<file path="config.mk">
export PLATFORM = sky130hd
export DESIGN_NAME = add_sched
export DESIGN_NICKNAME = d
export VERILOG_FILES = /design/src/rtl/add_sched_pkg.sv /design/src/rtl/add_sched_adder.sv /design/src/rtl/add_sched.sv
export SDC_FILE = /design/constraint.sdc
export NUM_CORES = 1
export LEC_CHECK = 0
export ABC_AREA = 0
export CORE_ASPECT_RATIO = 0.9
export CORE_MARGIN = 10
export CORE_UTILIZATION = 69
export CTS_CLUSTER_DIAMETER = 120
export CTS_CLUSTER_SIZE = 24
export DETAILED_ROUTE_END_ITERATION = 8
export DONT_BUFFER_PORTS = 1
export PLACE_DENSITY_LB_ADDON = 0.08
export SYNTH_ARGS = -nofsm -noshare
export SYNTH_HDL_FRONTEND = slang
export SYNTH_SLANG_ARGS = --single-unit
export TNS_END_PERCENT = 1
</file>
<file path="constraint.sdc">
create_clock -name clk -period 9 [get_ports clk]
set_clock_uncertainty 0.2 [all_clocks]
set_input_delay 1.8 -clock clk [delete_from_list [all_inputs] [get_ports clk]]
set_output_delay 1.8 -clock clk [all_outputs]
set_load 0.01 [all_outputs]
</file>
<file path="src/rtl/add_sched_pkg.sv">
// add_sched_pkg: shared definitions for the add_sched byte-serial add/subtract
// scheduler.
//   - state encodings (IDLE, CALC, DONE) as an enum and as plain constants
//   - operation codes OP_ADD / OP_SUB for the reqN_sub inputs
//   - default operand width in bytes
package add_sched_pkg;

    typedef enum logic [1:0] {
        IDLE = 2'd0,
        CALC = 2'd1,
        DONE = 2'd2
    } state_e;

    localparam logic [1:0] ST_IDLE = 2'd0;
    localparam logic [1:0] ST_CALC = 2'd1;
    localparam logic [1:0] ST_DONE = 2'd2;

    localparam logic OP_ADD = 1'b0;
    localparam logic OP_SUB = 1'b1;

    localparam int DEFAULT_WIDTH_BYTES = 4;

endpackage

</file>
<file path="src/rtl/add_sched_adder.sv">
// adder: the shared 8-bit adder with carry in/out.
// Ports:
//   x, y  in  8  addends
//   cin   in  1  carry in
//   sum   out 8  x + y + cin (low 8 bits)
//   cout  out 1  carry out of bit 7
module adder
    import add_sched_pkg::*;
(
    input  logic [7:0] x,
    input  logic [7:0] y,
    input  logic       cin,
    output logic [7:0] sum,
    output logic       cout
);

    // 9-bit add so the carry out falls out of the top bit.
    always_comb begin
        {cout, sum} = 9'(x) + 9'(y) + 9'(cin);
    end

endmodule

</file>
<file path="src/rtl/add_sched.sv">
// add_sched: round-robin scheduler that shares one 8-bit adder between two
// requesters and performs WIDTH_BYTES-byte add/subtract byte-serially,
// least-significant byte first, with the carry chained through a register.
// Ports:
//   clk, rst                    clock, synchronous active-high reset
//   reqN_valid/ready            request handshake (N = 0, 1); ready is
//                               combinational from valid and the priority
//   reqN_a, reqN_b, reqN_sub    operands and operation (0 = a+b, 1 = a-b)
//   rsp_valid/ready             response handshake
//   rsp_id                      requester that issued the result
//   rsp_sum, rsp_cout, rsp_ovf  result, final carry (1 = no borrow on
//                               subtract), signed overflow
module add_sched
    import add_sched_pkg::*;
#(
    parameter int WIDTH_BYTES = DEFAULT_WIDTH_BYTES
) (
    input  logic                     clk,
    input  logic                     rst,
    input  logic                     req0_valid,
    output logic                     req0_ready,
    input  logic [8*WIDTH_BYTES-1:0] req0_a,
    input  logic [8*WIDTH_BYTES-1:0] req0_b,
    input  logic                     req0_sub,
    input  logic                     req1_valid,
    output logic                     req1_ready,
    input  logic [8*WIDTH_BYTES-1:0] req1_a,
    input  logic [8*WIDTH_BYTES-1:0] req1_b,
    input  logic                     req1_sub,
    output logic                     rsp_valid,
    input  logic                     rsp_ready,
    output logic                     rsp_id,
    output logic [8*WIDTH_BYTES-1:0] rsp_sum,
    output logic                     rsp_cout,
    output logic                     rsp_ovf
);

    localparam int W  = 8 * WIDTH_BYTES;
    localparam int KW = (WIDTH_BYTES > 1) ? $clog2(WIDTH_BYTES) : 1;
    localparam logic [KW-1:0] K_LAST = KW'(WIDTH_BYTES - 1);

    logic [1:0]    state_r;
    logic          prio_r;
    logic          id_r;
    logic          carry_r;
    logic [KW-1:0] k_r;
    logic [W-1:0]  a_r;
    logic [W-1:0]  b_r;       // already inverted for subtract
    logic [W-1:0]  res_r;
    logic          rsp_valid_r;
    logic          rsp_cout_r;
    logic          rsp_ovf_r;

    logic          idle_s;
    logic          grant_s;
    logic          accept_s;
    logic          sub_s;
    logic [W-1:0]  a_sel_s;
    logic [W-1:0]  b_eff_s;
    logic [7:0]    x_s;
    logic [7:0]    y_s;
    logic [7:0]    add_sum_s;
    logic          add_cout_s;
    logic          ovf_s;

    // Arbitration: prio breaks ties, a lone requester always wins.
    always_comb begin
        idle_s = (state_r == ST_IDLE) && !rst;
        if (req0_valid && req1_valid) begin
            grant_s = prio_r;
        end else if (req1_valid) begin
            grant_s = 1'b1;
        end else begin
            grant_s = 1'b0;
        end
        req0_ready = idle_s && req0_valid && (grant_s == 1'b0);
        req1_ready = idle_s && req1_valid && (grant_s == 1'b1);
        accept_s   = req0_ready || req1_ready;
    end

    // Operand selection for the winning requester; subtract becomes
    // a + ~b + 1, the +1 entering as the initial carry.
    always_comb begin
        if (grant_s) begin
            sub_s   = req1_sub;
            a_sel_s = req1_a;
            b_eff_s = (req1_sub == OP_SUB) ? ~req1_b : req1_b;
        end else begin
            sub_s   = req0_sub;
            a_sel_s = req0_a;
            b_eff_s = (req0_sub == OP_SUB) ? ~req0_b : req0_b;
        end
    end

    // Byte k of the captured operands feeds the shared adder.
    always_comb begin
        x_s   = a_r[{k_r, 3'b000} +: 8];
        y_s   = b_r[{k_r, 3'b000} +: 8];
        // Only meaningful on the top byte, where add_sum_s[7] is the result sign.
        ovf_s = (a_r[W-1] == b_r[W-1]) && (add_sum_s[7] != a_r[W-1]);
    end

    adder u_adder (
        .x    (x_s),
        .y    (y_s),
        .cin  (carry_r),
        .sum  (add_sum_s),
        .cout (add_cout_s)
    );

    // Control FSM and datapath registers.
    always_ff @(posedge clk) begin
        if (rst) begin
            state_r     <= ST_IDLE;
            prio_r      <= 1'b0;
            id_r        <= 1'b0;
            carry_r     <= 1'b0;
            k_r         <= '0;
            a_r         <= '0;
            b_r         <= '0;
            res_r       <= '0;
            rsp_valid_r <= 1'b0;
            rsp_cout_r  <= 1'b0;
            rsp_ovf_r   <= 1'b0;
        end else begin
            case (state_r)
                ST_IDLE: begin
                    if (accept_s) begin
                        a_r     <= a_sel_s;
                        b_r     <= b_eff_s;
                        carry_r <= (sub_s == OP_SUB);
                        id_r    <= grant_s;
                        k_r     <= '0;
                        state_r <= ST_CALC;
                    end else begin
                        state_r <= ST_IDLE;
                    end
                end
                ST_CALC: begin
                    res_r[{k_r, 3'b000} +: 8] <= add_sum_s;
                    carry_r <= add_cout_s;
                    if (k_r == K_LAST) begin
                        k_r         <= '0;
                        rsp_valid_r <= 1'b1;
                        rsp_cout_r  <= add_cout_s;
                        rsp_ovf_r   <= ovf_s;
                        state_r     <= ST_DONE;
                    end else begin
                        k_r <= k_r + KW'(1);
                    end
                end
                ST_DONE: begin
                    if (rsp_ready) begin
                        rsp_valid_r <= 1'b0;
                        prio_r      <= ~id_r;
                        state_r     <= ST_IDLE;
                    end else begin
                        state_r <= ST_DONE;
                    end
                end
                default: begin
                    state_r <= ST_IDLE;
                end
            endcase
        end
    end

    assign rsp_valid = rsp_valid_r;
    assign rsp_id    = id_r;
    assign rsp_sum   = res_r;
    assign rsp_cout  = rsp_cout_r;
    assign rsp_ovf   = rsp_ovf_r;

endmodule

</file>
# After elaboration in Yosys (flattened, before gate mapping)
# Index checks and enable logic that the tools add are counted.
# Widths: inputs -> output; s select.
[word_totals]
input_bits = 135
output_inout_bits = 38
elab_cells = 68
reg_bits = 106
[classes]
bitwise = 4
n_reduce_logical = 17
eq_ne = 8
mux = 20
shift = 4
addsub = 4
[op_table]
columns = ["cell", "n"]
rows = [
  ["$mux 32", 4],
  ["$not 32->32", 2],
  ["$shiftx 32x6->8", 2],
  ["$bwmux 32", 1],
  ["$shift 8x7->32 const A", 1],
  ["$shiftx 8x7->32", 1],
  ["$add 8x8->9", 1],
  ["$add 9x1->9", 1],
  ["$mux 2", 4],
  ["$reduce_and 2->1", 4],
  ["$logic_and 1x1->1", 7],
  ["$mux 1", 7],
  ["$neg 5->7", 1],
  ["$ne 2x2->1 const B", 3],
  ["$pmux 2 s3", 1],
  ["$eq 2x2->1 const B", 2],
  ["$pmux 1 s2", 2],
  ["$pmux 2 s2", 1],
  ["$reduce_bool 2->1", 2],
  ["$reduce_and 3->1", 1],
  ["$add 2x1->2 const B", 1],
  ["$eq 2x1->1 const B", 1],
  ["$logic_not 2->1", 1],
  ["$not 1->1", 2],
  ["other kinds (4)", 4],
]

# Logic depth before layout (Yosys ltp)
[depth]
depth_word = 7
mapped_depth = 9
mapped_depth_nobuf = 8

# Cells and area by module
# From an unflattened synthesis, not the netlist that was laid out.
[hier_totals]
hier_cells = 667
hier_area_um2 = 5894.4
[modules_own_cells]
columns = ["module", "instances", "area_each_um2", "cells_per_inst"]
rows = [
  ["add_sched", 1, 5581.6, 629],
  ["adder", 1, 312.8, 38],
]

# Worst setup path after synthesis
# Ideal clock, no wire load.
[synth_timing]
path_kind = "in2out"
startpoint = "input req0_valid"
endpoint = "output req0_ready"
stages = 6
t_arrival_ns = 2.811
slack_ns = 4.189
path_buffers = 3
path_cell_list = "inv_1 -> o21ai_0 -> buf_2 -> buf_2 -> buf_2 -> and3_1"
[synth_between]
elab_chain_cells = 4
word_cells_on_any_way = 5
classes_between = "mux (1); bitwise (1); reduce/logical (3)"
[synth_rtl]
columns = ["item", "line_no", "rtl"]
rows = [
  ["start: declaration", "add_sched.sv:20", "input logic req0_valid,"],
  ["$logic_and 1x1->1", "add_sched.sv:69", "if (req0_valid && req1_valid) begin"],
  ["$mux 1", "add_sched.sv:69", ""],
  ["$not 1->1", "add_sched.sv:76", "req0_ready = idle_s && req0_valid && (grant_s == 1'b0);"],
  ["$logic_and 1x1->1 *", "add_sched.sv:76", ""],
  ["end: declaration", "add_sched.sv:21", "output logic req0_ready,"],
]
# Mark *: on every way between the ends. The rest lies on a longest branch, timed or not.

# Worst setup path in the final report
[layout_timing]
startpoint = "input rst"
endpoint = "output req1_ready"
[layout_between]
elab_chain_cells = 4
[layout_rtl]
columns = ["item", "line_no", "rtl"]
rows = [
  ["start: declaration", "add_sched.sv:19", "input logic rst,"],
  ["$logic_not 1->1", "add_sched.sv:68", "idle_s = (state_r == ST_IDLE) && !rst;"],
  ["$logic_and 1x1->1", "add_sched.sv:68", ""],
  ["$logic_and 1x1->1 (2 in a row)", "add_sched.sv:77", "req1_ready = idle_s && req1_valid && (grant_s == 1'b1);"],
  ["end: declaration", "add_sched.sv:26", "output logic req1_ready,"],
]
# Every way passes these cells.

==> results.json <==
{
  "outcome": "finished clean",
  "cts_post_setup_buffers_inserted": 0,
  "die_area_mm2": 0.0124,
  "n_fill_cell": 645,
  "tritoncts.num_buffers": 9,
  "synth_flop_cell": "sky130_fd_sc_hd__dfxtp_1",
  "area_growth_pct": 2.21,
  "synth-seq-cells": 106,
  "num_rows": 31,
  "layout_common_cells": "sky130_fd_sc_hd__dfxtp_1, sky130_fd_sc_hd__nor2_1, sky130_fd_sc_hd__nand2_1",
  "hold-worst-slack_ns": 0.256,
  "initial_core_util_pct": 71.3,
  "rsz0062_at_grt": "false",
  "detailroute.via_count": 4385,
  "max_capacitance_violation_count": 0,
  "globalRouteMet1Util_pct": 27.1,
  "route.detailed.wl_per_inst_um": 20.1,
  "max_slew_margin_vs_limit_pct": 34.3,
  "max_clock_freq_ghz": 0.224,
  "detail-route-antenna-nets": 0,
  "track_usage_pct": 22.2,
  "slowest_delay_ns": 0.37,
  "min_period_over_period_pct": 49.7,
  "fin_crit_ns": 4.47,
  "cellLeakagePower_nw": 2.30,
  "max-clock-path-buffers": 2,
  "path_clk_slew_ns": 0.10,
  "io_pins": 173,
  "port_buffers": 0,
  "route.detailed.drc": 0,
  "globalRouteMet3Util_pct": 8.14,
  "global_route_wire_length_before_repair_um": 22400,
  "worst_slew_pin_slew_ns": 0.985,
  "final_hold_viol_count": 0,
  "synthesis.yosys.warnings": 0,
  "timing.critical_path.from_type": "input pin",
  "clock_insertion_delay_worst_skew_ns": 0.37,
  "layout-drive-gt1-share_pct": 8.38,
  "first_global_vias": 4396,
  "timing.critical_path.max_delay_family": "simple AND/OR/NAND/NOR gates",
  "setup-tns-final_ns": 0,
  "layout.cells.most_common": "sky130_fd_sc_hd__dfxtp_1",
  "synth_async_sr_flop_share_pct": 0,
  "die_y_um": 107,
  "timing.final.max_slew_violations": 0,
  "overflow": 0,
  "synthesis.nets": 779,
  "synthesis.instances": 629,
  "max_fo_critical_path": 107,
  "grt_max_degree": 108,
  "detailedPlacementHpwl_um": 10600,
  "post_synth_edffs": 0,
  "routabilityCongestion": 0.839,
  "most_congested_layer_reported_by_global_routing": "met2",
  "routed_wl_um": 14000,
  "core-area_mm2": 0.00811,
  "r2r_slack_ns": 5.23,
  "path_cells": "nor3_1 -> nor2b_1",
  "worstHoldPathType": "flip-flop to flip-flop",
  "post_layout_net_count": 742,
  "vdd_ir_drop_max_v": 0.000116,
  "ys_seq_area_share_pct": 36.7,
  "tritoncts_clock_tree": "yes",
  "antenna-diode-count": 0,
  "powerDensity_mw_per_mm2": 167,
  "htree_num_levels": 3,
  "root_buffer_cell": "sky130_fd_sc_hd__clkbuf_8",
  "timing.final.setup_violations": 0,
  "avgViaCountPerCell": 6.30,
  "grt_antenna_before_repair": 0,
  "crit_buf_inv": 0,
  "end_kind": "output port",
  "ys_types": 45,
  "cts_num_sinks": 106,
  "fp.dieW_um": 116,
  "timing_worst_setup_path_type": "input pin to output port",
  "required_ns": 7.00,
  "cts_hold_buf": 0,
  "detailedRoute.firstIterationViolations": 268,
  "synth.cell_area_mm2": 0.00578,
  "groute.layer.met2.usage_pct": 35.9,
  "post_cts_resized": 0,
  "dr.pass1.iters": 5,
  "avgSynthCellArea_um2": 9.18,
  "design_power_total_mw": 0.984,
  "standard_cell_with_the_maximum_stage_delay_on_the_critical_path": "sky130_fd_sc_hd__nor3_1",
  "worstPathArrival_ns": 2.47
}
## per-layer routing
layer  vias up  part of all wire [%]
met1      2035                    41
met2       165                    49
met3        18                   9.1
li1       2167                     -
met4         0                   1.7
met5         -                     0
## through the flow
step                      setup slack, ns  instance area [µm²]  instances  utilization [%]
after detailed placement             4.52                 5720        680             70.6
after floorplan                      4.19                 5780        629                -
final                                4.53                 5900        696             72.8
after global placement               4.56                 5720        680             70.6
after global routing                 4.46                 5900        696             72.8
after CTS                            4.52                 5900        696             72.8
## worst min-delay path, cell delays in order (launching register included)
cell	delay, ns
sky130_fd_sc_hd__dfxtp_1	0.32
sky130_fd_sc_hd__nand2_1	0.05
sky130_fd_sc_hd__a21oi_1	0.05
## synthesized netlist by cell type, types with 2 or more instances
| cell | count | area (µm²) |
|---|---|---|
| sky130_fd_sc_hd__a211oi_1 | 34 | 255 |
| sky130_fd_sc_hd__clkbuf_1 | 22 | 82.6 |
| sky130_fd_sc_hd__nand2_4 | 3 | 33.8 |
| sky130_fd_sc_hd__dfxtp_1 | 106 | 2120 |
| sky130_fd_sc_hd__a21oi_1 | 44 | 220 |
| sky130_fd_sc_hd__nor3_1 | 3 | 15.0 |
| sky130_fd_sc_hd__nor3b_1 | 2 | 15.0 |
| sky130_fd_sc_hd__buf_2 | 22 | 110 |
| sky130_fd_sc_hd__o21ai_0 | 5 | 25.0 |
| sky130_fd_sc_hd__o211ai_1 | 33 | 248 |
| sky130_fd_sc_hd__xor2_1 | 33 | 289 |
| sky130_fd_sc_hd__a21o_1 | 2 | 15.0 |
| sky130_fd_sc_hd__xnor2_1 | 35 | 307 |
| sky130_fd_sc_hd__inv_1 | 4 | 15.0 |
| sky130_fd_sc_hd__nor4b_4 | 3 | 71.3 |
| sky130_fd_sc_hd__nor2b_1 | 3 | 18.8 |
| sky130_fd_sc_hd__a22oi_1 | 28 | 210 |
| sky130_fd_sc_hd__fa_1 | 2 | 40.0 |
| sky130_fd_sc_hd__and3_1 | 2 | 12.5 |
| sky130_fd_sc_hd__ha_1 | 13 | 163 |
| sky130_fd_sc_hd__buf_1 | 6 | 22.5 |
| sky130_fd_sc_hd__o21a_1 | 3 | 22.5 |
| sky130_fd_sc_hd__nor2_1 | 75 | 282 |
| sky130_fd_sc_hd__mux2i_1 | 35 | 350 |
| sky130_fd_sc_hd__mux4_2 | 16 | 360 |
| sky130_fd_sc_hd__nand3_1 | 2 | 10.0 |
| sky130_fd_sc_hd__nand2b_1 | 4 | 25.0 |
| sky130_fd_sc_hd__nand2_1 | 69 | 259 |
| sky130_fd_sc_hd__a32oi_1 | 4 | 35.0 |
## power breakdown
part | switching [mW] | total (mW) | internal (mW)
sequential | 0.0193 | 0.516 | 0.497
clock | 0.162 | 0.273 | 0.112
combinational | 0.109 | 0.195 | 0.0858
total | 0.290 | 0.984 | 0.694
## final cells by class
class	instances	area, µm²	share of cell area (%)
Clock inverter	6	47.5	0.805
Clock buffer	10	138	2.33
Tap cell	99	124	2.10
Inverter	4	15.0	0.254
Multi-Input combinational cell	468	3440	58.2
Sequential cell	106	2120	35.9
Timing Repair Buffer	3	22.5	0.381
## cell families (layout without fill, tap and decap cells)
family,Yosys count,in the layout,synth area share (%)
and+or+nand+nor,174,174,14.1
AOI/OAI and AO/OA,159,159,18.7
DFF,106,106,36.7
xor gates and xnor gates,68,68,10.3
buffers and inverters,55,23,4.18
muxes,52,52,12.5
adders and majority gates,15,15,3.51
## flip-flops by register name, indices dropped and copies added, names as in the netlist
name	cells
rsp_ovf	1
a_r	32
k_r	2
prio_r	1
rsp_valid	1
state_r	2
b_r	32
rsp_id	1
rsp_sum	32
rsp_cout	1
carry_r	1
## path summary, 6_finish.rpt
path,cells past startpoint,to,from
max,2,req1_ready,rst
min,2,b_r[25]$_SDFFE_PP0P_,b_r[25]$_SDFFE_PP0P_
min reg2reg,2,b_r[25]$_SDFFE_PP0P_,b_r[25]$_SDFFE_PP0P_
max reg2reg,8,rsp_sum[30]$_SDFFE_PP0P_,k_r[1]$_SDFFE_PP0P_
No activity file was read; power rests on OpenSTA's default activity.
